$ cat config.mk
export PLATFORM = sky130hd
export DESIGN_NAME = cond_check_stage
export DESIGN_NICKNAME = d
export VERILOG_FILES = /design/src/rtl/cond_check_stage.sv
export SDC_FILE = /design/constraint.sdc
export NUM_CORES = 1
export LEC_CHECK = 0
export BUFFER_PORTS_ARGS = -buffer_cell sky130_fd_sc_hd__buf_2
export CORE_MARGIN = 2
export CORE_UTILIZATION = 42
export DETAILED_ROUTE_END_ITERATION = 8
export GPL_TIMING_DRIVEN = 0
export PLACE_DENSITY = 0.74
export SYNTH_ARGS = -nofsm -noshare
export SYNTH_HDL_FRONTEND = slang
export SYNTH_SLANG_ARGS = --single-unit
$ cat constraint.sdc
create_clock -name Clk -period 2.6 [get_ports Clk]
set_input_delay 0.13 -clock Clk [delete_from_list [all_inputs] [get_ports Clk]]
set_output_delay 0.13 -clock Clk [all_outputs]
set_load 0.01 [all_outputs]
$ cat src/rtl/cond_check_stage.sv
// cond_check_stage: condition-code check between the decode latch and the
// execute-stage control mux. Evaluates the ARM condition field against PSR
// flags (or flags forwarded from the ALU), tracks flag-setting instructions
// still in flight, holds back condition-dependent instructions until their
// flags are known, and registers a pass/annul decision for execute.
//
// Optional build macro COND_STATS_EN: adds saturating Pass_cnt/Annul_cnt
// statistics outputs (CNT_W bits each). Undefined by default.
module cond_check_stage #(
  parameter int MAX_PENDING = 3,
  parameter int PEND_W      = 2
`ifdef COND_STATS_EN
  , parameter int CNT_W     = 16
`endif
) (
  input  logic              Clk,
  input  logic              Reset_n,
  input  logic              In_valid,
  output logic              In_ready,
  input  logic [3:0]        In_cond,
  input  logic              In_s,
  input  logic              N,
  input  logic              Z,
  input  logic              C,
  input  logic              V,
  input  logic              Fwd_valid,
  input  logic              Fwd_N,
  input  logic              Fwd_Z,
  input  logic              Fwd_C,
  input  logic              Fwd_V,
  input  logic              Flag_wb,
  input  logic              Stall,
  output logic              Out_valid,
  output logic              Out_pass,
  output logic              Out_s,
  output logic [PEND_W-1:0] Pending
`ifdef COND_STATS_EN
  , output logic [CNT_W-1:0] Pass_cnt
  , output logic [CNT_W-1:0] Annul_cnt
`endif
);

  // ARM condition field evaluation against a flag set.
  function automatic logic cond_eval(input logic [3:0] cc, input logic n,
                                     input logic z, input logic c,
                                     input logic v);
    logic r;
    r = 1'b0;
    case (cc)
      4'b0000: r = z;
      4'b0001: r = !z;
      4'b0010: r = c;
      4'b0011: r = !c;
      4'b0100: r = n;
      4'b0101: r = !n;
      4'b0110: r = v;
      4'b0111: r = !v;
      4'b1000: r = c & !z;
      4'b1001: r = !c | z;
      4'b1010: r = (n == v);
      4'b1011: r = (n != v);
      4'b1100: r = !z & (n == v);
      4'b1101: r = z | (n != v);
      4'b1110: r = 1'b1;
      default: r = 1'b0;
    endcase
    return r;
  endfunction

`ifdef COND_STATS_EN
  // Increment that sticks at all-ones instead of wrapping.
  function automatic logic [CNT_W-1:0] sat_inc(input logic [CNT_W-1:0] x);
    return (&x) ? x : x + CNT_W'(1);
  endfunction
`endif

  logic [PEND_W-1:0] pend_cnt;
  logic              vld_p1;
  logic              pass_p1;
  logic              s_p1;

  logic              use_fwd;
  logic              fn, fz, fc, fv;
  logic              cond_ok;
  logic              no_wait;
  logic              flag_hazard;
  logic              full;
  logic              ready;
  logic              accept;
  logic              pend_inc;
  logic              pend_dec;

  // Decode-side decision: flag source, hazard/full checks and accept.
  always_comb begin
    use_fwd     = (pend_cnt == PEND_W'(1)) && Fwd_valid;
    fn          = use_fwd ? Fwd_N : N;
    fz          = use_fwd ? Fwd_Z : Z;
    fc          = use_fwd ? Fwd_C : C;
    fv          = use_fwd ? Fwd_V : V;
    cond_ok     = cond_eval(In_cond, fn, fz, fc, fv);
    // AL and NV are flag-independent and never wait.
    no_wait     = (In_cond[3:1] == 3'b111);
    flag_hazard = (pend_cnt != '0) && !no_wait && !use_fwd;
    full        = (pend_cnt == PEND_W'(MAX_PENDING)) && In_s;
    ready       = !Stall && !flag_hazard && !full;
    accept      = In_valid && ready;
    // Only passed S instructions will actually write the PSR.
    pend_inc    = accept && In_s && cond_ok;
    pend_dec    = Flag_wb && (pend_cnt != '0);
  end

  assign In_ready = ready;

  // ---- stage p1: registered pass/annul decision for execute ----
  // Output register: loads a decision or a bubble unless stalled.
  always_ff @(posedge Clk or negedge Reset_n) begin
    if (!Reset_n) begin
      vld_p1  <= 1'b0;
      pass_p1 <= 1'b0;
      s_p1    <= 1'b0;
    end else if (!Stall) begin
      vld_p1  <= accept;
      pass_p1 <= accept && cond_ok;
      s_p1    <= accept && In_s && cond_ok;
    end
  end

  // In-flight flag-setter counter; write-back retires even during stall.
  always_ff @(posedge Clk or negedge Reset_n) begin
    if (!Reset_n) begin
      pend_cnt <= '0;
    end else if (pend_inc && !pend_dec) begin
      pend_cnt <= pend_cnt + PEND_W'(1);
    end else if (pend_dec && !pend_inc) begin
      pend_cnt <= pend_cnt - PEND_W'(1);
    end
  end

  assign Out_valid = vld_p1;
  assign Out_pass  = pass_p1;
  assign Out_s     = s_p1;
  assign Pending   = pend_cnt;

`ifdef COND_STATS_EN
  logic [CNT_W-1:0] pass_cnt_q;
  logic [CNT_W-1:0] annul_cnt_q;

  // Statistics: accepted instructions split by pass/annul, saturating.
  always_ff @(posedge Clk or negedge Reset_n) begin
    if (!Reset_n) begin
      pass_cnt_q  <= '0;
      annul_cnt_q <= '0;
    end else if (accept) begin
      if (cond_ok) pass_cnt_q  <= sat_inc(pass_cnt_q);
      else         annul_cnt_q <= sat_inc(annul_cnt_q);
    end
  end

  assign Pass_cnt  = pass_cnt_q;
  assign Annul_cnt = annul_cnt_q;
`endif

endmodule

Word-level counts from Yosys, hierarchy flattened

Index checks and enable logic that the tools add are counted.

Bits in registers: 5
Bits in latches: 0
Bits in writable memories: 0
Memory bits (read-only): 0
Bits of input ports: 19
Output and inout bits: 6
Word-level logic and storage cells: 63
Memories kept: 0

$add $sub $neg: 2
Multipliers: 0
Divide/modulo/power cells: 0
Magnitude comparators: 0
Equal/unequal tests: 19
Shift operators: 0
Multiplexer cells: 7
Bitwise gates (word level): 4
Reduce and logical (&&, ||, !) cells: 27

Operators with widths:

| kind                  | count |
|---|---|
| $eq A4 B4 Y1 const B  | 7 |
| $eq A4 B3 Y1 const B  | 4 |
| $pmux W1 S15          | 1 |
| $logic_and A1 B1 Y1   | 13 |
| $logic_not A1 Y1      | 11 |
| $eq A4 B2 Y1 const B  | 2 |
| $eq A4 B1 Y1 const B  | 1 |
| $logic_not A4 Y1      | 1 |
| $mux W1               | 4 |
| $mux W2               | 2 |
| $reduce_bool A2 Y1    | 2 |
| $eq A3 B3 Y1 const B  | 1 |
| $add A2 B1 Y2 const B | 1 |
| $and A1 B1 Y1         | 2 |
| $eq A2 B1 Y1 const B  | 1 |
| $eq A2 B2 Y1 const B  | 1 |
| $or A1 B1 Y1          | 2 |
| $sub A2 B1 Y2 const B | 1 |
| $eq A1 B1 Y1          | 1 |
| $ne A1 B1 Y1          | 1 |

Logic depth before layout (Yosys ltp)

Depth in word-level cells: 14
Depth in mapped cells: 10
Gate-level depth less buffers: 10

Worst setup path before layout

OpenSTA, ideal clock, no wires.

Path kind: register to register
Start point: reg pend_cnt[0] (netlist: Pending[0])
End point: reg pend_cnt[1] (netlist: Pending[1])
Setup time: 127 ps
Arrival time: 2,471 ps
Data required time: 2,473 ps
Setup slack: 2 ps
Stages on the path, launching flop included: 10
Buffers on the path: 0
Clock period less this slack: 2,598 ps
Path through: dfrtp_1 -> ha_1 -> nand2_2 -> mux4_1 -> xnor2_1 -> a221oi_1 -> a21oi_1 -> ha_1 -> nand2_1 -> o21ai_0

Longest elaborated chain between the ends: 13
Elaborated cells between the ends (all ways): 40
Those cells by class: add/sub: 2; eq/ne: 4; mux: 7; bitwise: 4; reduce/logical: 23

Ends and longest elaborated chain:

| item                                                                 | RTL line | source |
|---|---|---|
| start: declaration                                                   | 77       | `logic [PEND_W-1:0] pend_cnt;` |
| start signal: assignment                                             | 133      | `pend_cnt <= pend_cnt + PEND_W'(1);` |
| start signal: assignment                                             | 135      | `pend_cnt <= pend_cnt - PEND_W'(1);` |
| parallel branches: the longest is 9 deep, another holds $pmux W1 S15 | --       |  |
| $logic_and A1 B1 Y1 (*)                                              | 108      | `pend_inc = accept && In_s && cond_ok;` |
| via pend_inc                                                         | 90       | `logic pend_inc;` |
| $logic_not A1 Y1                                                     | 134      | `end else if (pend_dec && !pend_inc) begin` |
| $logic_and A1 B1 Y1                                                  | 134      |  |
| $reduce_bool A2 Y1 (no source line)                                  | --       |  |

Mark *: on every way through the listed nets, which the timed path passes. The select of a mux whose other input is x is not followed.
A chain may end at the register's enable or synchronous reset.

Worst setup path in the final report

Start point: reg pend_cnt[1] (netlist: Pending[1])
End point: reg pend_cnt[1] (netlist: Pending[1])

The elaborated chain is that of the path after synthesis.

==> summary.txt <==
Cells and area
  – Fillers: around 120
  – Final core occ: 62.1%
  – Register area: 126 um^2
  – Layout cells sized above 1: between 40% and 50%
  – Fin nets: 125
  – Multi-input logic area: 489 um^2
  – Area Overhead vs Synth: 33.7%
  – Antenna fix cells: 0
  – Final Cell Area: approximately 830 um^2

Logic synthesis
  – Post-Synthesis Cell Area: 619 um^2
  – Cell count after synthesis: 71
  – Yosys reg bits: 5
  – Sequential fraction of the synthesis area: about a fifth
  – Cell variety after synth: 35
  – Cell taking the most area after synthesis: dfrtp_1
  – Synth warn: 0
  – Net count of the mapped netlist: 94
  – Yosys top cell area share: 20.2%
  – Synth Flop Type: dfrtp_1
  – Avg Inst Size Synth: 8.72 um^2
  – EDFF count, synth: 0
  – Async S/R FF share, synth: 100%
  – Synth top area cells: dfrtp_1, ha_1, xnor2_1

Global routing
  – Vias in the first global route: 619
  – First-pass GRT wire length: ~2400 um
  – Pin count of the biggest net entering global routing: 10
  – Initial antenna violation count: 0
  – Gr usage total: 17.4%
  – Gr ovfl total: 0

Routing
  – DRC: 0
  – Antenna viol nets, final: 0
  – First-pass detailed-route iteration total: 4
  – Initial drt markers: 13
  – Detailed Route WL: 1510 um
  – Via-to-Cell Ratio: roughly 5.7
  – Routed WL per cell: between 10 and 15 um
  – Vias post-DR: 661

Die
  – Chip width: between 40 and 50 um
  – Initial Utilization: between 40% and 50%
  – Die area: 1800 um^2
  – IO Pins: 25
  – Core area: ~1300 um^2
  – Row count: 13
  – Die height: 42.4 um

STA
  – Finish-stage setup viols: 0
  – WHS: 162 ps
  – Hold Fails Final Rpt: 0
  – Max Clock Freq: 407 MHz
  – Final min period: 2450 ps
  – Rel. slew slack: 72.7%
  – Max Slew Vio Count: 0
  – Post-Route Skew: around 3.5 ps
  – Fin crit share: ~94%
  – Setup TNS: 0 ps
  – Worst slew pin tran: approximately 400 ps
  – RSZ-0062 raised after global routing: no

Clocking
  – Worst-path clk slew: 50 ps
  – Clock sink count: 5
  – Num CTS Buffers: 3
  – Worst-Skew Late Latency: 250 ps
  – Clock Path Buffers: 2
  – TritonCTS clock tree: done
  – H-tree depth: 1
  – Clk root buf: clkbuf_4

Place
  – Placed Instance Area: between 700 and 800 um^2
  – Post-DP HPWL: 1120 um
  – Gpl congestion: 0.825
  – IO Port Bufs: 22

Worst setup path
  – WP data required: 2730 ps
  – CP Launch Type: flop
  – Max incr delay on CP: 520 ps
  – Arr. time, crit path: between 2000 and 3000 ps
  – Critical path type: reg2reg
  – Critical path's slowest cell: mux4_2
  – Critical path endpoint category: flop
  – CP cell instances: inv_1, ha_4, nand2_4, mux4_2, xnor2_1, a221oi_2, a21oi_1, ha_1, nand2_1, o21ai_0
  – Worst-path maximum fanout: 8

Power
  – LEAKAGE: 0.401 nW
  – Pwr/cell area: 712 nW/um^2
  – Total Power: 0.590 mW
  – Worst vdd ir: 546 uV

Worst hold path
  – HP Class: in2reg

Outcome
  – Status: finished clean

Flow run
  – Max Cap Violations: 0
report_power, final:
part / total (mW) / internal (mW) / switching (mW)
Sequential: 0.136 / 0.107 / 0.0288
Combinational: 0.360 / 0.178 / 0.182
Clock: 0.0944 / 0.0583 / 0.0361
Total: 0.590 / 0.343 / 0.247
sequential cells by signal (all words and copies together) (netlist names):
name / count
Out_s: 1
Out_pass: 1
Out_valid: 1
Pending: 2
repair_timing:
item / in CTS / in global routing
endpoints found under the setup margin: 2 / 2
hold endpoints to repair: 5 / 0
pin swaps: 1 / 2
buffers inserted: 1 / 2
resized for setup: 2 / 5
hold buffers: 1 / 0
logic make-up (layout without fill, tap and decap cells):
group / count (synthesis) / count (layout) / share of synthesized area (%)
compound gates: 22 / 22 / 26.7
mux: 3 / 3 / 9.50
fa+ha+maj: 4 / 4 / 8.08
flops: 5 / 5 / 20.2
buf+inv: 6 / 36 / 4.04
xor+xnor: 6 / 6 / 8.48
simple gates: 25 / 25 / 23.0
final cells by class:
type	instances	area share (%)
Buffer	2	1.21
Clock buffer	4	3.17
Inverter	4	1.81
Multi-Input combinational cell	60	59.1
Sequential cell	5	15.3
Tap cell	15	2.27
Timing Repair Buffer	26	17.2
critical path, delay by kind of cell, from the launching register on:
kind,cells,cell delay [ps]
AND/OR/NAND/NOR,2,160
flip-flops,1,380
XOR/XNOR,1,150
buffers and inverters,1,100
adder cells (fa/ha/maj),2,530
AO/OA/AOI/OAI,3,500
multiplexers,1,520
through the flow:
stage	std cells	setup WS, ps
2_1_floorplan	71	2.10
3_3_place_gp	108	-155
3_5_place_dp	108	-211
4_1_cts	114	6.92
5_1_grt	116	50.0
6_report	116	145
cell usage in the layout, fill, tap and decap left out, types with 3 or more instances in the layout:
master	n
buf_2	24
nand2_1	8
xnor2_1	5
a21oi_1	5
dfrtp_1	4
inv_1	4
o21ai_0	3
ha_1	3
clkbuf_4	3
buf_4	3
cell usage after synthesis, drive strengths merged, types with 2 or more instances:
library cell / count
dfrtp: 5
buf: 2
ha: 4
and3: 2
a21boi: 2
and2: 2
o21ai: 3
nor3b: 2
inv: 4
nand3b: 2
nand2: 9
a21bo: 2
a2111oi: 2
mux4: 2
xnor2: 5
a21oi: 5
o311a: 2
nand3: 2
nand4: 2
metal layers:
layer  vias to the layer above  wire (um)  share of wire (%)  global-route usage, %
met2                        18        721                 48                   27.4
met1                       311        699                 46                   22.6
met4                         0          8               0.53                   5.00
met3                         2         79                5.2                   5.60
li1                        330          -                  -                      -
met5                         -          0                  0                      0
worst paths after layout:
check                           start  slack, ps  cells past startpoint          to
setup / recovery           Pending[1]        150                     10  Pending[1]
hold / removal                  Stall        160                      3   Out_valid
setup reg to reg           Pending[1]        150                     10  Pending[1]
hold reg to reg             Out_valid        490                      2   Out_valid
max in group asynchronous     Reset_n       2200                      2  Pending[0]
min in group asynchronous     Reset_n        260                      2       Out_s
(Power assumes the default switching activity.)
